`config.mk`:
```
export PLATFORM = sky130hd
export DESIGN_NAME = spi_slave_flat
export DESIGN_NICKNAME = d
export VERILOG_FILES = /design/src/rtl/spi_slave_if.sv /design/src/rtl/spi_slave.sv /design/src/flat_wrapper.sv
export SDC_FILE = /design/constraint.sdc
export NUM_CORES = 1
export LEC_CHECK = 0
export CELL_PAD_IN_SITES_DETAIL_PLACEMENT = 0
export CELL_PAD_IN_SITES_GLOBAL_PLACEMENT = 1
export CORE_ASPECT_RATIO = 1.1
export CORE_UTILIZATION = 38
export CTS_BUF_LIST = sky130_fd_sc_hd__clkbuf_4 sky130_fd_sc_hd__clkbuf_8 sky130_fd_sc_hd__clkbuf_16
export DETAILED_ROUTE_END_ITERATION = 10
export PLACE_DENSITY = 0.72
export RECOVER_POWER = 50
export SYNTH_ARGS = -nofsm -noshare
export SYNTH_HDL_FRONTEND = slang
export SYNTH_SLANG_ARGS = --single-unit
export TNS_END_PERCENT = 10
```
`constraint.sdc`:
```
create_clock -name clk -period 1.5 [get_ports clk]
set_clock_uncertainty 0.05 [all_clocks]
set_input_delay 0.3 -clock clk [delete_from_list [all_inputs] [get_ports clk]]
set_output_delay 0.3 -clock clk [all_outputs]
set_load 0.01 [all_outputs]
```
`src/rtl/spi_slave_if.sv`:
```
// User-side port bundle of the SPI slave: TX holding-buffer handshake, RX word
// delivery and status pulses.
// Handshake: tx_data is written into the holding buffer on a clk edge where
// tx_valid && tx_ready; tx_valid may be held high and tx_data must be stable while
// tx_valid is high. RX has no ready: rx_data must be captured in the rx_valid cycle.
interface spi_slave_if #(
    parameter int DATA_WIDTH = 8
);
    logic [DATA_WIDTH-1:0] tx_data;
    logic                  tx_valid;
    logic                  tx_ready;
    logic [DATA_WIDTH-1:0] rx_data;
    logic                  rx_valid;
    logic                  tx_underrun;
    logic                  frame_err;
    logic                  busy;

    modport slave (
        input  tx_data, tx_valid,
        output tx_ready, rx_data, rx_valid, tx_underrun, frame_err, busy
    );

    modport master (
        output tx_data, tx_valid,
        input  tx_ready, rx_data, rx_valid, tx_underrun, frame_err, busy
    );
endinterface

```
`src/rtl/spi_slave.sv`:
```
// SPI peripheral: oversamples sclk/ss_n/mosi in the clk domain, shifts MSB-first
// words both ways and refills its shifter from a one-word TX holding buffer.
module spi_slave #(
    parameter logic [1:0] SPI_MODE    = 2'd0,
    parameter int         DATA_WIDTH  = 8,
    parameter int         SYNC_STAGES = 2
) (
    input  logic        clk,
    input  logic        rst_n,
    input  logic        sclk_i,
    input  logic        ss_n_i,
    input  logic        mosi_i,
    output logic        miso_o,
    output logic        miso_oe_o,
    output logic        dbg_state_o,
    spi_slave_if.slave  usr
);
    localparam logic CPOL  = SPI_MODE[1];
    localparam logic CPHA  = SPI_MODE[0];
    localparam int   CNT_W = $clog2(DATA_WIDTH);
    localparam logic [CNT_W-1:0] LAST_BIT = CNT_W'(DATA_WIDTH - 1);

    typedef enum logic [0:0] {
        ST_IDLE   = 1'b0,
        ST_ACTIVE = 1'b1
    } state_t;

    state_t                  state_q, state_d;
    logic [SYNC_STAGES-1:0]  sclk_sync_q, sclk_sync_d;
    logic [SYNC_STAGES-1:0]  ss_sync_q, ss_sync_d;
    logic [SYNC_STAGES-1:0]  mosi_sync_q, mosi_sync_d;
    logic                    sclk_prev_q, sclk_prev_d;
    logic                    primed_q, primed_d;
    logic                    armed_q, armed_d;
    logic [CNT_W-1:0]        bit_cnt_q, bit_cnt_d;
    logic [DATA_WIDTH-1:0]   rx_sh_q, rx_sh_d;
    logic [DATA_WIDTH-1:0]   rx_data_q, rx_data_d;
    logic                    rx_valid_q, rx_valid_d;
    logic [DATA_WIDTH-1:0]   tx_sh_q, tx_sh_d;
    logic [DATA_WIDTH-1:0]   buf_q, buf_d;
    logic                    buf_full_q, buf_full_d;
    logic                    underrun_q, underrun_d;
    logic                    frame_err_q, frame_err_d;

    logic sclk_s, ss_s, mosi_s;
    logic sclk_rise, sclk_fall, sample_edge, shift_edge;
    logic load;

    assign sclk_s      = sclk_sync_q[SYNC_STAGES-1];
    assign ss_s        = ss_sync_q[SYNC_STAGES-1];
    assign mosi_s      = mosi_sync_q[SYNC_STAGES-1];
    assign sclk_rise   = sclk_s & ~sclk_prev_q;
    assign sclk_fall   = ~sclk_s & sclk_prev_q;
    assign sample_edge = (CPOL == CPHA) ? sclk_rise : sclk_fall;
    assign shift_edge  = (CPOL == CPHA) ? sclk_fall : sclk_rise;

    always_ff @(posedge clk or negedge rst_n) begin
        if (!rst_n) begin
            state_q     <= ST_IDLE;
            sclk_sync_q <= {SYNC_STAGES{CPOL}};
            ss_sync_q   <= {SYNC_STAGES{1'b1}};
            mosi_sync_q <= '0;
            sclk_prev_q <= CPOL;
            primed_q    <= 1'b0;
            armed_q     <= 1'b0;
            bit_cnt_q   <= '0;
            rx_sh_q     <= '0;
            rx_data_q   <= '0;
            rx_valid_q  <= 1'b0;
            tx_sh_q     <= '0;
            buf_q       <= '0;
            buf_full_q  <= 1'b0;
            underrun_q  <= 1'b0;
            frame_err_q <= 1'b0;
        end else begin
            state_q     <= state_d;
            sclk_sync_q <= sclk_sync_d;
            ss_sync_q   <= ss_sync_d;
            mosi_sync_q <= mosi_sync_d;
            sclk_prev_q <= sclk_prev_d;
            primed_q    <= primed_d;
            armed_q     <= armed_d;
            bit_cnt_q   <= bit_cnt_d;
            rx_sh_q     <= rx_sh_d;
            rx_data_q   <= rx_data_d;
            rx_valid_q  <= rx_valid_d;
            tx_sh_q     <= tx_sh_d;
            buf_q       <= buf_d;
            buf_full_q  <= buf_full_d;
            underrun_q  <= underrun_d;
            frame_err_q <= frame_err_d;
        end
    end

    always_comb begin
        state_d     = state_q;
        sclk_sync_d = {sclk_sync_q[SYNC_STAGES-2:0], sclk_i};
        ss_sync_d   = {ss_sync_q[SYNC_STAGES-2:0], ss_n_i};
        mosi_sync_d = {mosi_sync_q[SYNC_STAGES-2:0], mosi_i};
        sclk_prev_d = sclk_s;
        primed_d    = 1'b1;
        // Only a genuinely observed high ss_n arms frame entry, so a reset taken
        // with ss_n held low does not fake a fresh select.
        armed_d     = armed_q | (primed_q & ss_sync_q[0]);
        bit_cnt_d   = bit_cnt_q;
        rx_sh_d     = rx_sh_q;
        rx_data_d   = rx_data_q;
        rx_valid_d  = 1'b0;
        tx_sh_d     = tx_sh_q;
        buf_d       = buf_q;
        buf_full_d  = buf_full_q;
        underrun_d  = 1'b0;
        frame_err_d = 1'b0;
        load        = 1'b0;

        case (state_q)
            ST_IDLE: begin
                if (armed_q && !ss_s) begin
                    state_d   = ST_ACTIVE;
                    bit_cnt_d = '0;
                    load      = ~CPHA;
                end
            end
            ST_ACTIVE: begin
                if (ss_s) begin
                    state_d     = ST_IDLE;
                    bit_cnt_d   = '0;
                    rx_sh_d     = '0;
                    frame_err_d = (bit_cnt_q != '0);
                end else if (sample_edge) begin
                    rx_sh_d = {rx_sh_q[DATA_WIDTH-2:0], mosi_s};
                    if (bit_cnt_q == LAST_BIT) begin
                        bit_cnt_d  = '0;
                        rx_data_d  = {rx_sh_q[DATA_WIDTH-2:0], mosi_s};
                        rx_valid_d = 1'b1;
                    end else begin
                        bit_cnt_d = bit_cnt_q + CNT_W'(1);
                    end
                end else if (shift_edge) begin
                    // A shift edge at bit 0 opens a new word in both phases.
                    if (bit_cnt_q == '0) begin
                        load = 1'b1;
                    end else begin
                        tx_sh_d = {tx_sh_q[DATA_WIDTH-2:0], 1'b0};
                    end
                end
            end
            default: state_d = ST_IDLE;
        endcase

        if (load) begin
            if (buf_full_q) begin
                tx_sh_d    = buf_q;
                buf_full_d = 1'b0;
            end else begin
                tx_sh_d    = '0;
                underrun_d = 1'b1;
            end
        end

        // Write is judged on the pre-load buffer state: no bypass into tx_sh.
        if (usr.tx_valid && !buf_full_q) begin
            buf_d      = usr.tx_data;
            buf_full_d = 1'b1;
        end
    end

    assign miso_o          = (state_q == ST_ACTIVE) & tx_sh_q[DATA_WIDTH-1];
    assign miso_oe_o       = (state_q == ST_ACTIVE);
    assign dbg_state_o     = (state_q == ST_ACTIVE);
    assign usr.tx_ready    = ~buf_full_q;
    assign usr.rx_data     = rx_data_q;
    assign usr.rx_valid    = rx_valid_q;
    assign usr.tx_underrun = underrun_q;
    assign usr.frame_err   = frame_err_q;
    assign usr.busy        = ~ss_s;
endmodule

```
`src/flat_wrapper.sv`:
```
// flat-port wrapper written by rule: the top's interface ports become plain ports
module spi_slave_flat 
#(
    parameter logic [1:0] SPI_MODE    = 2'd0,
    parameter int         DATA_WIDTH  = 8,
    parameter int         SYNC_STAGES = 2
)
  (clk, rst_n, sclk_i, ss_n_i, mosi_i, miso_o, miso_oe_o, dbg_state_o, usr_tx_data, usr_tx_valid, usr_tx_ready, usr_rx_data, usr_rx_valid, usr_tx_underrun, usr_frame_err, usr_busy);
  spi_slave_if #(.DATA_WIDTH(DATA_WIDTH)) usr_i ();
  input  logic clk;
  input  logic rst_n;
  input  logic sclk_i;
  input  logic ss_n_i;
  input  logic mosi_i;
  output logic miso_o;
  output logic miso_oe_o;
  output logic dbg_state_o;
  input wire logic [$bits(usr_i.tx_data)-1:0] usr_tx_data;
  input wire logic [$bits(usr_i.tx_valid)-1:0] usr_tx_valid;
  output wire logic [$bits(usr_i.tx_ready)-1:0] usr_tx_ready;
  output wire logic [$bits(usr_i.rx_data)-1:0] usr_rx_data;
  output wire logic [$bits(usr_i.rx_valid)-1:0] usr_rx_valid;
  output wire logic [$bits(usr_i.tx_underrun)-1:0] usr_tx_underrun;
  output wire logic [$bits(usr_i.frame_err)-1:0] usr_frame_err;
  output wire logic [$bits(usr_i.busy)-1:0] usr_busy;
  assign usr_i.tx_data = usr_tx_data;
  assign usr_i.tx_valid = usr_tx_valid;
  assign usr_tx_ready = usr_i.tx_ready;
  assign usr_rx_data = usr_i.rx_data;
  assign usr_rx_valid = usr_i.rx_valid;
  assign usr_tx_underrun = usr_i.tx_underrun;
  assign usr_frame_err = usr_i.frame_err;
  assign usr_busy = usr_i.busy;
  spi_slave #(.SPI_MODE(SPI_MODE), .DATA_WIDTH(DATA_WIDTH), .SYNC_STAGES(SYNC_STAGES)) u_core (.clk(clk), .rst_n(rst_n), .sclk_i(sclk_i), .ss_n_i(ss_n_i), .mosi_i(mosi_i), .miso_o(miso_o), .miso_oe_o(miso_oe_o), .dbg_state_o(dbg_state_o), .usr(usr_i));
endmodule
```
==> metrics.txt <==
# TYPE chip_impl_metric gauge
chip_impl_metric{name="start_util",unit=""} 0.403
chip_impl_metric{name="drtIter0Drc",unit=""} 67
chip_impl_metric{name="design.portCount",unit=""} 30
chip_impl_metric{name="tritoncts_num_sinks",unit=""} 48
chip_impl_info{name="holdCritPathClass",value="flop to flop"} 1
chip_impl_metric{name="dp.cells",unit=""} 283
chip_impl_metric{name="critical_path.max_fanout",unit=""} 9
chip_impl_metric{name="final_area",unit="µm²"} 2750
chip_impl_info{name="post_synth_main_area_contributors",value="sky130_fd_sc_hd__dfrtp_1 (56%), sky130_fd_sc_hd__o311ai_2 (5.5%), sky130_fd_sc_hd__mux2_2 (4.9%)"} 1
chip_impl_metric{name="number_of_cells_in_the_finished_layout_apart_from_fillers",unit=""} 293
chip_impl_metric{name="placer_s_final_routability_congestion_estimate",unit=""} 0.774
chip_impl_metric{name="clk_pin_slew",unit="ns"} 0.09
chip_impl_metric{name="clock_tree.htree_level_count",unit=""} 2
chip_impl_metric{name="max_cap_viol_count",unit=""} 0
chip_impl_metric{name="placement.setup.worst_slack",unit="ns"} -0.262
chip_impl_metric{name="synthesis.instances",unit=""} 172
chip_impl_info{name="count_leader_synth",value="sky130_fd_sc_hd__dfrtp_1"} 1
chip_impl_metric{name="die_area",unit="µm²"} 5750
chip_impl_metric{name="placement.io_buffers",unit=""} 29
chip_impl_metric{name="final.period_utilization",unit=""} 1.06
chip_impl_metric{name="hold-path-cell-count",unit=""} 0
chip_impl_metric{name="finish.net_count",unit=""} 237
chip_impl_metric{name="power.ir.vdd_worst",unit="mV"} 0.592
chip_impl_metric{name="synthDistinctLibCells",unit=""} 35
chip_impl_metric{name="grt_pass1_wl",unit="µm"} 6640
chip_impl_info{name="end_kind",value="flop"} 1
chip_impl_metric{name="syn-num-nets",unit=""} 189
chip_impl_info{name="clockRootBuffer",value="sky130_fd_sc_hd__clkbuf_8"} 1
chip_impl_metric{name="timing.slew.headroom",unit=""} 0.528
chip_impl_metric{name="dp_hpwl",unit="µm"} 2870
chip_impl_metric{name="grt_antenna_before_repair",unit=""} 0
chip_impl_info{name="path_cells",value="buf_6, and4bb_2, nand2_2, buf_12, mux2_2"} 1
chip_impl_metric{name="postPlaceCellArea",unit="µm²"} 2560
chip_impl_metric{name="drc_errors",unit=""} 0
chip_impl_metric{name="cts_inserted_buffers",unit=""} 5
chip_impl_metric{name="drive_gt1_frac",unit=""} 0.312
chip_impl_metric{name="antenna_cells_inserted",unit=""} 0
chip_impl_metric{name="maxClockFrequency",unit="GHz"} 0.629
chip_impl_metric{name="critical-path-max-stage-delay",unit="ns"} 0.55
chip_impl_metric{name="synthArstFlopShare",unit=""} 1.00
chip_impl_metric{name="die_w",unit="µm"} 72.4
chip_impl_metric{name="cp_num_buf_inv",unit=""} 2
chip_impl_metric{name="synth.avg_cell_area",unit="µm²"} 12.0
chip_impl_info{name="synthFlopType",value="sky130_fd_sc_hd__dfrtp_1"} 1
chip_impl_metric{name="hold_violations",unit=""} 0
chip_impl_metric{name="cp.arrival",unit="ns"} 1.72
chip_impl_metric{name="fill_cells",unit=""} 462
chip_impl_metric{name="post-route-min-period",unit="ns"} 1.59
chip_impl_info{name="critical-path-top-delay-family",value="flip-flops"} 1
chip_impl_info{name="synth_top_area_cell",value="sky130_fd_sc_hd__dfrtp_1"} 1
chip_impl_metric{name="number_of_buffers_on_the_longest_clock_path",unit=""} 2
chip_impl_metric{name="required",unit="ns"} 1.63
chip_impl_metric{name="power_density",unit="nW/µm²"} 1120
chip_impl_metric{name="postRouteAntennaNets",unit=""} 0
chip_impl_info{name="rsz_0062_raised_after_global_routing",value="true"} 1
chip_impl_metric{name="first_global_vias",unit=""} 1478
chip_impl_info{name="critical_path.reg2reg.endpoint",value="u_core.usr.rx_data[0]"} 1
chip_impl_metric{name="portion_of_the_post_synthesis_area_used_by_sequential_elements",unit=""} 0.581
chip_impl_metric{name="reg2reg_setup_slack",unit="ns"} -0.09
chip_impl_metric{name="drt-wirelength-per-cell",unit="µm"} 13.1
chip_impl_metric{name="drt_pass1_iterations",unit=""} 4
chip_impl_metric{name="register_bit_count_reported_by_yosys",unit=""} 48
chip_impl_metric{name="timing_worst_slew_pin_value",unit="ns"} 0.708
chip_impl_metric{name="totalWireLength",unit="µm"} 3830
chip_impl_metric{name="die_y",unit="µm"} 79.4
chip_impl_metric{name="insertion_delay",unit="ns"} 0.29
chip_impl_metric{name="synth_top_area_frac",unit=""} 0.556
chip_impl_metric{name="number_of_enable_flip_flop_cells_after_synthesis",unit=""} 0
chip_impl_metric{name="setup-violations-final",unit=""} 16
chip_impl_metric{name="synthToLayoutAreaGrowth",unit="%"} 32.6
chip_impl_metric{name="reg2reg_depth",unit=""} 5
chip_impl_metric{name="netlist_area",unit="µm²"} 2070
chip_impl_metric{name="finalSetupTns",unit="ns"} -0.938
chip_impl_info{name="cts_tree",value="built"} 1
chip_impl_metric{name="setup_slack",unit="ns"} -0.0903
chip_impl_info{name="min-delay-start",value="u_core.mosi_sync_q[0]"} 1
chip_impl_metric{name="placementRows",unit=""} 27
chip_impl_info{name="timing.critical_path.slowest_stage_cell",value="sky130_fd_sc_hd__dfstp_2"} 1
chip_impl_metric{name="design.core.area",unit="µm²"} 5130
chip_impl_metric{name="global_route.usage.total",unit=""} 0.150
chip_impl_metric{name="globalRoute.totalOverflow",unit=""} 0
chip_impl_info{name="outcome",value="finished with violations"} 1
chip_impl_info{name="yosys-top-cells-count",value="sky130_fd_sc_hd__dfrtp_1 (46), sky130_fd_sc_hd__inv_1 (18), sky130_fd_sc_hd__nand2_1 (10), sky130_fd_sc_hd__mux2_2 (9), sky130_fd_sc_hd__nand3_1 (8)"} 1
chip_impl_info{name="critPathLaunchType",value="flop"} 1
chip_impl_metric{name="route.detailed.vias_per_inst",unit=""} 4.91
chip_impl_metric{name="num_vias",unit=""} 1438
chip_impl_info{name="failed_checks",value="setup timing"} 1
chip_impl_info{name="rr_startpoint",value="u_core.ss_sync_q[1]"} 1
chip_impl_metric{name="maximum_number_of_pins_on_one_net_before_global_route_repair",unit=""} 30
chip_impl_metric{name="worst_hold_slack",unit="ns"} 0.311
chip_impl_metric{name="cellLeakagePower",unit="nW"} 1.31
chip_impl_metric{name="finalMaxSlewViolations",unit=""} 0
chip_impl_metric{name="ys_warn_count",unit=""} 0
chip_impl_info{name="crit_type",value="flop to flop"} 1
chip_impl_info{name="hold_endpoint",value="u_core.mosi_sync_q[1]"} 1
[cell type report]
class	count	area, µm²	area share
clock buffers	6	76.3	0.0278
clock inverters	2	60.1	0.0219
inverters	18	67.6	0.0246
multi-input cells	93	790	0.288
flip-flops and latches	48	1200	0.439
well taps	72	90.1	0.0328
repair buffers	54	457	0.166
[report_power, final]
group / internal (mW) / switching [mW]
clock: 0.684 / 0.414
combinational: 0.214 / 0.253
sequential: 1.44 / 0.0699
[stage by stage]
stage | total power, mW | util
2_1_floorplan | 1.80 | -
3_3_place_gp | 1.97 | 0.498
3_5_place_dp | 2.00 | 0.498
4_1_cts | 3.12 | 0.530
5_1_grt | 3.24 | 0.535
6_report | 3.08 | 0.535
[timing repair]
action                     in CTS  in global routing
hold buffers                    1                  0
hold endpoints to repair       46                  0
pin swaps                       3                  0
gates resized for setup        28                 14
setup endpoints to repair      35                 28
cloned                          0                  0
setup buffers                   1                  0
[cell families after synthesis]
family | synth area share
AO/OA/AOI/OAI | 0.161
adder cells (fa/ha/maj) | 0.0181
buffers and inverters | 0.0689
flip-flops | 0.581
multiplexers | 0.0634
other | 0.00181
AND/OR/NAND/NOR | 0.106
[registers in the layout (all words and copies together) (netlist names)]
signal / count
u_core.usr.rx_data: 8
u_core.ss_sync_q: 2
u_core.usr.frame_err: 1
u_core.sclk_sync_q: 2
u_core.buf_q: 8
u_core.buf_full_q: 1
u_core.mosi_sync_q: 2
u_core.usr.rx_valid: 1
u_core.dbg_state_o: 1
u_core.sclk_prev_q: 1
u_core.primed_q: 1
u_core.armed_q: 1
u_core.usr.tx_underrun: 1
u_core.tx_sh_q: 8
u_core.rx_sh_q: 7
u_core.bit_cnt_q: 3
[worst max path at each step]
stage / to / depth (start not counted) / from / slack [ns]
6_report: u_core.usr.rx_data[0] / 5 / u_core.ss_sync_q[1] / -0.09
5_1_grt: u_core.usr.rx_data[5] / 5 / u_core.ss_sync_q[1] / -0.15
4_1_cts: u_core.usr.rx_data[3] / 5 / u_core.ss_sync_q[1] / -0.1
3_5_place_dp: u_core.tx_sh_q[4] / 5 / u_core.bit_cnt_q[0] / -0.26
3_3_place_gp: u_core.tx_sh_q[7] / 5 / u_core.bit_cnt_q[0] / -0.18
2_1_floorplan: u_core.tx_sh_q[1] / 6 / u_core.dbg_state_o / -0.16
[per-layer routing]
layer  vias up  routed length (µm)  track usage
met1       692                1610        0.171
li1        698                   -            -
met3         6                 161       0.0341
met2        42                2020        0.269
met5         -                   0            0
met4         0                  34       0.0588
[cell usage in the layout (no fill, tap or decap), types with 3 or more instances in the layout]
master,count
sky130_fd_sc_hd__dfrtp_1,45
sky130_fd_sc_hd__inv_1,18
sky130_fd_sc_hd__buf_4,18
sky130_fd_sc_hd__dlygate4sd2_1,12
sky130_fd_sc_hd__nand2_1,9
sky130_fd_sc_hd__clkdlybuf4s50_1,9
sky130_fd_sc_hd__nand3_1,8
sky130_fd_sc_hd__mux2_2,8
sky130_fd_sc_hd__o22ai_1,7
sky130_fd_sc_hd__nand4_1,7
sky130_fd_sc_hd__o311ai_2,7
sky130_fd_sc_hd__o21ai_0,7
sky130_fd_sc_hd__a22oi_2,5
sky130_fd_sc_hd__clkbuf_8,5
sky130_fd_sc_hd__clkbuf_2,5
sky130_fd_sc_hd__nor2_1,4
sky130_fd_sc_hd__dlygate4sd3_1,4
sky130_fd_sc_hd__a21o_1,3
sky130_fd_sc_hd__mux2i_1,3
sky130_fd_sc_hd__ha_1,3
No activity file was read; power rests on OpenSTA's default activity.
